$ cat src/rtl/awgn_pkg.sv
// Shared constants and helpers for the AWGN channel: sigma table, LFSR taps,
// Irwin-Hall centring and SNR clamping.
package awgn_pkg;

   localparam logic [31:0]     LFSR_MASK = 32'h8020_0003;
   localparam logic [9:0]      IH_MEAN   = 10'd510;
   // Index 0 (0 dB) sits in the least significant byte.
   localparam logic [9:0][7:0] SIGMA_LUT = {8'd64, 8'd72, 8'd81, 8'd90, 8'd102,
                                            8'd114, 8'd128, 8'd143, 8'd161, 8'd180};

   function automatic logic [3:0] snr_clamp(input logic [3:0] snr);
      if (snr > 4'd9) begin
         return 4'd9;
      end else begin
         return snr;
      end
   endfunction

   function automatic logic [7:0] sigma_of(input logic [3:0] snr);
      return SIGMA_LUT[snr_clamp(snr)];
   endfunction

   function automatic logic [9:0] byte_sum(input logic [31:0] s);
      return {2'b00, s[7:0]} + {2'b00, s[15:8]} + {2'b00, s[23:16]} + {2'b00, s[31:24]};
   endfunction

endpackage

$ cat src/rtl/awgn_lfsr32.sv
// 32-bit right-shifting Galois LFSR; steps only when adv is high.
module awgn_lfsr32
   import awgn_pkg::*;
#(
   parameter logic [31:0] SEED = 32'h0000_0001
) (
   input  logic        clk,
   input  logic        reset,
   input  logic        adv,
   output logic [31:0] state
);

   // An all-zero seed would lock the register, so it is replaced by 1.
   localparam logic [31:0] SEED_EFF = (SEED == 32'h0000_0000) ? 32'h0000_0001 : SEED;

   logic [31:0] state_r;

   // State register: reload on reset, step on each strobe
   always_ff @(posedge clk) begin
      if (!reset) begin
         state_r <= SEED_EFF;
      end else if (adv) begin
         if (state_r[0]) begin
            state_r <= (state_r >> 1) ^ LFSR_MASK;
         end else begin
            state_r <= state_r >> 1;
         end
      end
   end

   assign state = state_r;

endmodule

$ cat src/rtl/awgn_channel_p.sv
// Complex AWGN channel: three-stage stallable pipeline adding scaled Irwin-Hall
// noise to I/Q samples, with saturation and an output handshake counter.
module awgn_channel_p
   import awgn_pkg::*;
#(
   parameter int          DATA_W = 24,
   parameter int          SHIFT  = 4,
   parameter int          CNT_W  = 20,
   parameter logic [31:0] SEED_I = 32'h0000_0001,
   parameter logic [31:0] SEED_Q = 32'hACE1_2345
) (
   input  logic                     clk,
   input  logic                     reset,
   input  logic                     in_valid,
   output logic                     in_ready,
   input  logic signed [DATA_W-1:0] x_re,
   input  logic signed [DATA_W-1:0] x_im,
   input  logic [3:0]               snr_sel,
   input  logic                     noise_en,
   output logic                     out_valid,
   input  logic                     out_ready,
   output logic signed [DATA_W-1:0] y_re,
   output logic signed [DATA_W-1:0] y_im,
   output logic                     out_sat,
   output logic [CNT_W-1:0]         sample_cnt
);

   // Product width: 11-bit centred draw times 9-bit non-negative sigma.
   localparam int PW = 20;

   logic                     en_s;
   logic                     accept_s;
   logic [31:0]              lfsr_i_s;
   logic [31:0]              lfsr_q_s;
   logic signed [10:0]       ci_s;
   logic signed [10:0]       cq_s;

   logic                     a_valid_r;
   logic signed [DATA_W-1:0] a_re_r;
   logic signed [DATA_W-1:0] a_im_r;
   logic signed [10:0]       a_ci_r;
   logic signed [10:0]       a_cq_r;
   logic [7:0]               a_sig_r;

   logic signed [PW-1:0]     prod_i_s;
   logic signed [PW-1:0]     prod_q_s;

   logic                     b_valid_r;
   logic signed [DATA_W-1:0] b_re_r;
   logic signed [DATA_W-1:0] b_im_r;
   logic signed [PW-1:0]     b_ni_r;
   logic signed [PW-1:0]     b_nq_r;

   logic [DATA_W:0]          sum_re_s;
   logic [DATA_W:0]          sum_im_s;

   logic                     out_valid_r;
   logic                     out_sat_r;
   logic signed [DATA_W-1:0] y_re_r;
   logic signed [DATA_W-1:0] y_im_r;
   logic [CNT_W-1:0]         cnt_r;

   function automatic logic clipped(input logic [DATA_W:0] v);
      return v[DATA_W] ^ v[DATA_W-1];
   endfunction

   function automatic logic [DATA_W-1:0] sat_val(input logic [DATA_W:0] v);
      if (v[DATA_W] != v[DATA_W-1]) begin
         return v[DATA_W] ? {1'b1, {(DATA_W-1){1'b0}}} : {1'b0, {(DATA_W-1){1'b1}}};
      end else begin
         return v[DATA_W-1:0];
      end
   endfunction

   assign en_s     = out_ready | ~out_valid_r;
   assign in_ready = en_s & reset;
   assign accept_s = in_valid & in_ready;

   awgn_lfsr32 #(.SEED(SEED_I)) u_lfsr_i (
      .clk   (clk),
      .reset (reset),
      .adv   (accept_s),
      .state (lfsr_i_s)
   );

   awgn_lfsr32 #(.SEED(SEED_Q)) u_lfsr_q (
      .clk   (clk),
      .reset (reset),
      .adv   (accept_s),
      .state (lfsr_q_s)
   );

   // Centred Irwin-Hall draw per rail, zeroed in bypass
   always_comb begin
      ci_s = 11'sd0;
      cq_s = 11'sd0;
      if (noise_en) begin
         ci_s = $signed({1'b0, byte_sum(lfsr_i_s)}) - $signed({1'b0, IH_MEAN});
         cq_s = $signed({1'b0, byte_sum(lfsr_q_s)}) - $signed({1'b0, IH_MEAN});
      end else begin
         ci_s = 11'sd0;
         cq_s = 11'sd0;
      end
   end

   // Stage A: capture sample, draws and sigma on accept; bubble otherwise
   always_ff @(posedge clk) begin
      if (!reset) begin
         a_valid_r <= 1'b0;
         a_re_r    <= '0;
         a_im_r    <= '0;
         a_ci_r    <= 11'sd0;
         a_cq_r    <= 11'sd0;
         a_sig_r   <= 8'd0;
      end else if (en_s) begin
         a_valid_r <= accept_s;
         if (accept_s) begin
            a_re_r  <= x_re;
            a_im_r  <= x_im;
            a_ci_r  <= ci_s;
            a_cq_r  <= cq_s;
            a_sig_r <= sigma_of(snr_sel);
         end
      end
   end

   assign prod_i_s = $signed({{(PW-11){a_ci_r[10]}}, a_ci_r}) * $signed({{(PW-8){1'b0}}, a_sig_r});
   assign prod_q_s = $signed({{(PW-11){a_cq_r[10]}}, a_cq_r}) * $signed({{(PW-8){1'b0}}, a_sig_r});

   // Stage B: scale noise and floor-shift it
   always_ff @(posedge clk) begin
      if (!reset) begin
         b_valid_r <= 1'b0;
         b_re_r    <= '0;
         b_im_r    <= '0;
         b_ni_r    <= '0;
         b_nq_r    <= '0;
      end else if (en_s) begin
         b_valid_r <= a_valid_r;
         if (a_valid_r) begin
            b_re_r <= a_re_r;
            b_im_r <= a_im_r;
            b_ni_r <= prod_i_s >>> SHIFT;
            b_nq_r <= prod_q_s >>> SHIFT;
         end
      end
   end

   // One guard bit above DATA_W makes the add exact before clipping.
   assign sum_re_s = {b_re_r[DATA_W-1], b_re_r} + {{(DATA_W+1-PW){b_ni_r[PW-1]}}, b_ni_r};
   assign sum_im_s = {b_im_r[DATA_W-1], b_im_r} + {{(DATA_W+1-PW){b_nq_r[PW-1]}}, b_nq_r};

   // Stage C: saturated output register, frozen while stalled
   always_ff @(posedge clk) begin
      if (!reset) begin
         out_valid_r <= 1'b0;
         out_sat_r   <= 1'b0;
         y_re_r      <= '0;
         y_im_r      <= '0;
      end else if (en_s) begin
         out_valid_r <= b_valid_r;
         if (b_valid_r) begin
            y_re_r    <= sat_val(sum_re_s);
            y_im_r    <= sat_val(sum_im_s);
            out_sat_r <= clipped(sum_re_s) | clipped(sum_im_s);
         end
      end
   end

   // Completed output handshake counter, wraps naturally
   always_ff @(posedge clk) begin
      if (!reset) begin
         cnt_r <= '0;
      end else if (out_valid_r & out_ready) begin
         cnt_r <= cnt_r + CNT_W'(1);
      end
   end

   assign out_valid  = out_valid_r;
   assign out_sat    = out_sat_r;
   assign y_re       = y_re_r;
   assign y_im       = y_im_r;
   assign sample_cnt = cnt_r;

endmodule

$ cat config.mk
export PLATFORM = sky130hd
export DESIGN_NAME = awgn_channel_p
export DESIGN_NICKNAME = d
export VERILOG_FILES = /design/src/rtl/awgn_pkg.sv /design/src/rtl/awgn_lfsr32.sv /design/src/rtl/awgn_channel_p.sv
export SDC_FILE = /design/constraint.sdc
export NUM_CORES = 1
export LEC_CHECK = 0
export BUFFER_PORTS_ARGS = -buffer_cell sky130_fd_sc_hd__buf_2
export CORE_ASPECT_RATIO = 0.7
export CORE_UTILIZATION = 49
export DETAILED_ROUTE_END_ITERATION = 6
export GPL_TIMING_DRIVEN = 0
export PLACE_DENSITY = 0.77
export SLEW_MARGIN = 20
export SYNTH_ARGS = -nofsm -noshare
export SYNTH_HDL_FRONTEND = slang
export SYNTH_HIERARCHICAL = 1
export SYNTH_SLANG_ARGS = --single-unit
$ cat constraint.sdc
create_clock -name clk -period 7.38 [get_ports clk]
set_input_delay 1.476 -clock clk [delete_from_list [all_inputs] [get_ports clk]]
set_output_delay 1.476 -clock clk [all_outputs]
set_load 0.02 [all_outputs]
# Yosys cells after proc, flatten, opt, wreduce, memory -nomap -nowiden
# Memory sizes are Yosys's and may differ from the RTL's. A register that Yosys moved wholly into a read port is not among the register bits.
# Index checks and enable logic that the tools add are counted.
# totals
ff_bits	286
latch_bits	0
elab_cells	60
mem_bits_ro	128
inputBits	57
n_memories	1
mem_bits_rw	0
out_inout_bits	71
# op_classes
magnitude_cmp	1
shifts	0
addsub	11
bitwise_logic	10
muxes	12
n_mul	2
div_mod_pow	0
eq_ne	2
n_reduce_logical	4
# mem_list
name	depth	word_bits	rd	rd_clocked_by_memory_dff	wr	line_no	rtl
(no name shown)	16	8	1	1	0	awgn_pkg.sv:20	return SIGMA_LUT[snr_clamp(snr)];
# op_table
operator	n
$mux 24	4
$mux 32	2
$add 24x16->25	2
$mul 11x9->20	2
$mux 11	2
$sub 10x9->11 const B	2
$add 10x8->10	2
$add 20x1->20 const B	1
$add 9x8->10	2
$add 8x8->9	2
$mux 4	4
$not 3->4	2
$reduce_and 2->1	3
$gt 4x4->1 const B	1
$and 1x1->1	3
$ne 1x1->1	2
$or 1x1->1	2
$xor 1x1->1	2
$logic_not 1->1	1
$not 1->1	1

# Logic depth before layout (Yosys ltp)
# logic_depth
ltp_word	7
mapped_depth	21
depth_no_buf	20

# By module
# The synthesis kept the hierarchy.
# by_module_without_submodules
module	cells_each	area_each_um2	n_inst
awgn_channel_p	2286	18734.2	1
awgn_lfsr32 at u_lfsr_i	106	1244.9	1
awgn_lfsr32 at u_lfsr_q	106	1209.9	1

# Worst setup path before layout
# No wires, ideal clock.
# synth_path
path_type	reg-to-reg
startpoint	register a_sig_r[0]
endpoint	register b_nq_r[15] (netlist name)
setup_time_ps	133
required_ps	7247
period_less_slack_ps	4919
n_path_buf	1
path_slack_ps	2461
arrival_ps	4786
stages_incl_launch_ff	19
path_cell_list	dfxtp_1 -> clkbuf_1 -> nand2_1 -> fa_1 -> fa_1 -> inv_1 -> fa_1 -> inv_1 -> fa_1 -> inv_1 -> ha_1 -> a21o_1 -> a21o_1 -> a21oi_1 -> nor2_1 -> a2111oi_0 -> a21oi_1 -> xnor2_1 -> a21oi_1
# synth_via
elab_chain_len	1
# synth_rtl
item	line_no	rtl
from (decl)	awgn_channel_p.sv:43	logic [7:0] a_sig_r;
$mul 11x9->20	awgn_channel_p.sv:128	assign prod_q_s = $signed({{(PW-11){a_cq_r[10]}}, a_cq_r}) * $signed({{(PW-8){1'b0}}, a_sig_r});
# No other way between the ends.
# A chain may end at the register's enable or synchronous reset.

# Final worst setup path
# layout_path
startpoint	register a_sig_r[0]
endpoint	register b_nq_r[15] (netlist name)
# layout_via
elab_chain_len	1
# layout_rtl
item	line_no
$mul 11x9->20	awgn_channel_p.sv:128
# No other way between the ends.

==> results_dict.tcl <==
set metrics [dict create \
    result_of_the_run "completed" \
    path_clk_slew_ns 0.07 \
    required_ns 7.80 \
    synthFlopType "dfxtp_1" \
    multiInputGateArea_um2 13600 \
    cp_data_arrival_time_ns 6.47 \
    synthCells 2498 \
    synth_seq_area_share_pct 27.8 \
    cts-htree-levels 1 \
    r2r.worst_path.cells 18 \
    tritoncts "built" \
    globalRouteTotalUtil_pct 25.5 \
    finalCriticalPeriod_ns 6.04 \
    mappedNetlistArea_um2 21200 \
    final_hold_slack_ns 0.454 \
    num_rows 63 \
    worst_pin_slew_ns 0.905 \
    cts_buffer_depth 3 \
    synth_area_per_cell_um2 8.48 \
    firstDrtPassIters 6 \
    synth_top_area_share_pct 27.8 \
    numClockSinks 294 \
    synth-async-reset-ratio_pct 0 \
    cts_buffers 29 \
    io_pins 128 \
    power_per_cell_area_nw_per_um2 162 \
    synth_top_cell_by_area "dfxtp_1" \
    final_hold_viol_count 0 \
    finalWirelength_mm 55.8 \
    cts_repair_resize_count 0 \
    grt_overflow 0 \
    timing.critical_path.to_type "flop" \
    drt.antenna.violating_nets 0 \
    insertion_delay_ns 0.58 \
    coreArea_um2 42500 \
    netlist_top_cells_area "dfxtp_1 28%, fa_1 17%, ha_1 8.6%" \
    hp-class "flop to flop" \
    min_delay_path_depth 2 \
    die_area_um2 44100 \
    worst-path-max-fanout 10 \
    cts_post_setup_buffers_inserted 0 \
    synth.most_common_cell "nand2_1" \
    wl_met2_mm 23.6 \
    synth-seq-cells 294 \
    initial_utilization_pct 49.9 \
    final_nets 3034 \
    first_global_vias 17800 \
    grt_setup_unrepaired "false" \
    setup.worst_path.start_class "flop" \
    cts_hold_buffers 0 \
    starting_drt_drc_count 1504 \
    worst_clock_skew_ns 0.0151 \
    dr.max_layer_used "met5" \
    chipWidth_um 251 \
    cell_count_after_placement 3174 \
    grt_pass1_wl_mm 90.3 \
    synthesis.nets 2879 \
    cellLeakagePower_nw 10.7 \
    drive_gt1_share_pct 8.11 \
    setup_viol_count_final 0 \
    area.sequential_um2 5890 \
    routed_wire_length_per_instance_um 17.3 \
    antenna_violations_before_repair 4 \
    number_of_flops_mapped_to_enable_cells_by_yosys 0 \
    setup_total_negative_slack_ns 0 \
    clock_tree.root_cell "clkbuf_16" \
    criticalPathCategory "flop to flop" \
    drt-met1-wl_mm 24.9 \
    die-height_um 176 \
    place.port_buffers 124 \
    synth_cell_type_count 72 \
    maxCapViolCount 0 \
    max-slew-margin-rel_pct 39.7 \
    clock.fmax_mhz 165 \
    n_fill_cell 3798 \
    final_min_period_over_clock_period_pct 81.9 \
    slew_violations 0 \
    detailroute.wirelength.met3_mm 6.05 \
    post_synth_most_frequent_cells "396 x nand2_1, 294 x dfxtp_1, 291 x inv_1" \
    vdd_ir_drop_max_uv 152 \
    globalplace.congestion 0.949 \
    synth.yosys.warnings 6 \
    maximum_number_of_pins_on_one_net_before_global_route_repair 16 \
    dr_total_vias 17800 \
    drc_errors 0 \
    post_layout_nonfiller_instances 3232 \
    detailed_placer_s_ending_hpwl_mm 44.5 \
    area.growth.synth_to_final_pct 10.8 \
    viasPerCell 5.49 \
]
## registers in the layout (all words and copies together) (netlist names), 20 cells and up
signal and count:
b_im_r 24, a_re_r 24, y_im 24, y_re 24, u_lfsr_q/state 32, a_im_r 24, b_re_r 24, sample_cnt 20
u_lfsr_i/state 32
## routing by layer
metal / GRT usage, % / up-vias
li1: - / 8427
met1: 35.9 / 8544
met2: 38.7 / 698
met3: 6.91 / 82
met4: 5.93 / 2
met5: 0.989 / -
## cells by family after synthesis
kind of cell / Yosys count / synth area share [%]
fa+ha+maj: 340 / 26.2
mux: 63 / 2.98
compound gates: 495 / 13.6
simple gates: 782 / 17.0
buf+inv: 418 / 8.00
flops: 294 / 27.8
xor+xnor: 106 / 4.45
## cells in the final DEF (no fill, tap or decap), types with 33 or more instances in the layout
cell,n
and2_1,96
xor2_1,39
ha_1,146
inv_1,291
buf_2,132
xnor2_1,65
nor2b_1,55
o21ai_0,139
a21o_1,33
clkbuf_1,111
nor2_1,107
nand2_1,396
fa_1,178
a21oi_1,214
mux2i_1,62
dfxtp_1,294
## worst max-delay path: stages, from the launching register on
cell	delay [ns]
dfxtp_1	0.42
clkbuf_1	0.56
nand2_1	0.26
fa_1	0.67
fa_1	0.55
inv_1	0.06
fa_1	0.53
inv_1	0.05
fa_1	0.48
inv_1	0.05
ha_1	0.34
a21o_1	0.20
a21o_1	0.18
a21oi_1	0.21
nor2_1	0.07
a2111oi_0	0.57
a21oi_1	0.17
xnor2_1	0.39
a21oi_1	0.13
## stage by stage
stage                     util [%]  setup slack [ns]  area (um^2)  total power, W
after floorplan                  -              2.46        21200         0.00211
after CTS                     55.2              1.50        23500         0.00380
after detailed placement      53.0              1.54        22500         0.00228
final                         55.2              1.34        23500         0.00380
after global routing          55.2              1.10        23500         0.00393
after global placement        53.0              1.56        22500         0.00226
## worst paths after layout
path | slack (ns) | start | end
worst max register to register | 1.34 | a_sig_r[0] | b_nq_r[15]
worst min register to register | 0.45 | a_im_r[22] | b_im_r[22]
worst max-delay path | 1.34 | a_sig_r[0] | b_nq_r[15]
worst min-delay path | 0.45 | a_im_r[22] | b_im_r[22]
## layout make-up
type                            count  share of cell area, %
Buffer                            127                   2.57
Antenna cell                        5                 0.0533
Clock inverter                     14                  0.618
Multi-Input combinational cell   1786                   58.0
Inverter                          291                   4.65
Sequential cell                   294                   25.1
Clock buffer                       39                   3.46
Timing Repair Buffer              124                   2.64
Tap cell                          552                   2.94
## where the power goes
group	switching (W)	internal, W
registers	0.0000514	0.00165
clock network	0.000684	0.000850
logic	0.000354	0.000206
total	0.00109	0.00271
Power figures use the tool's default switching activity.
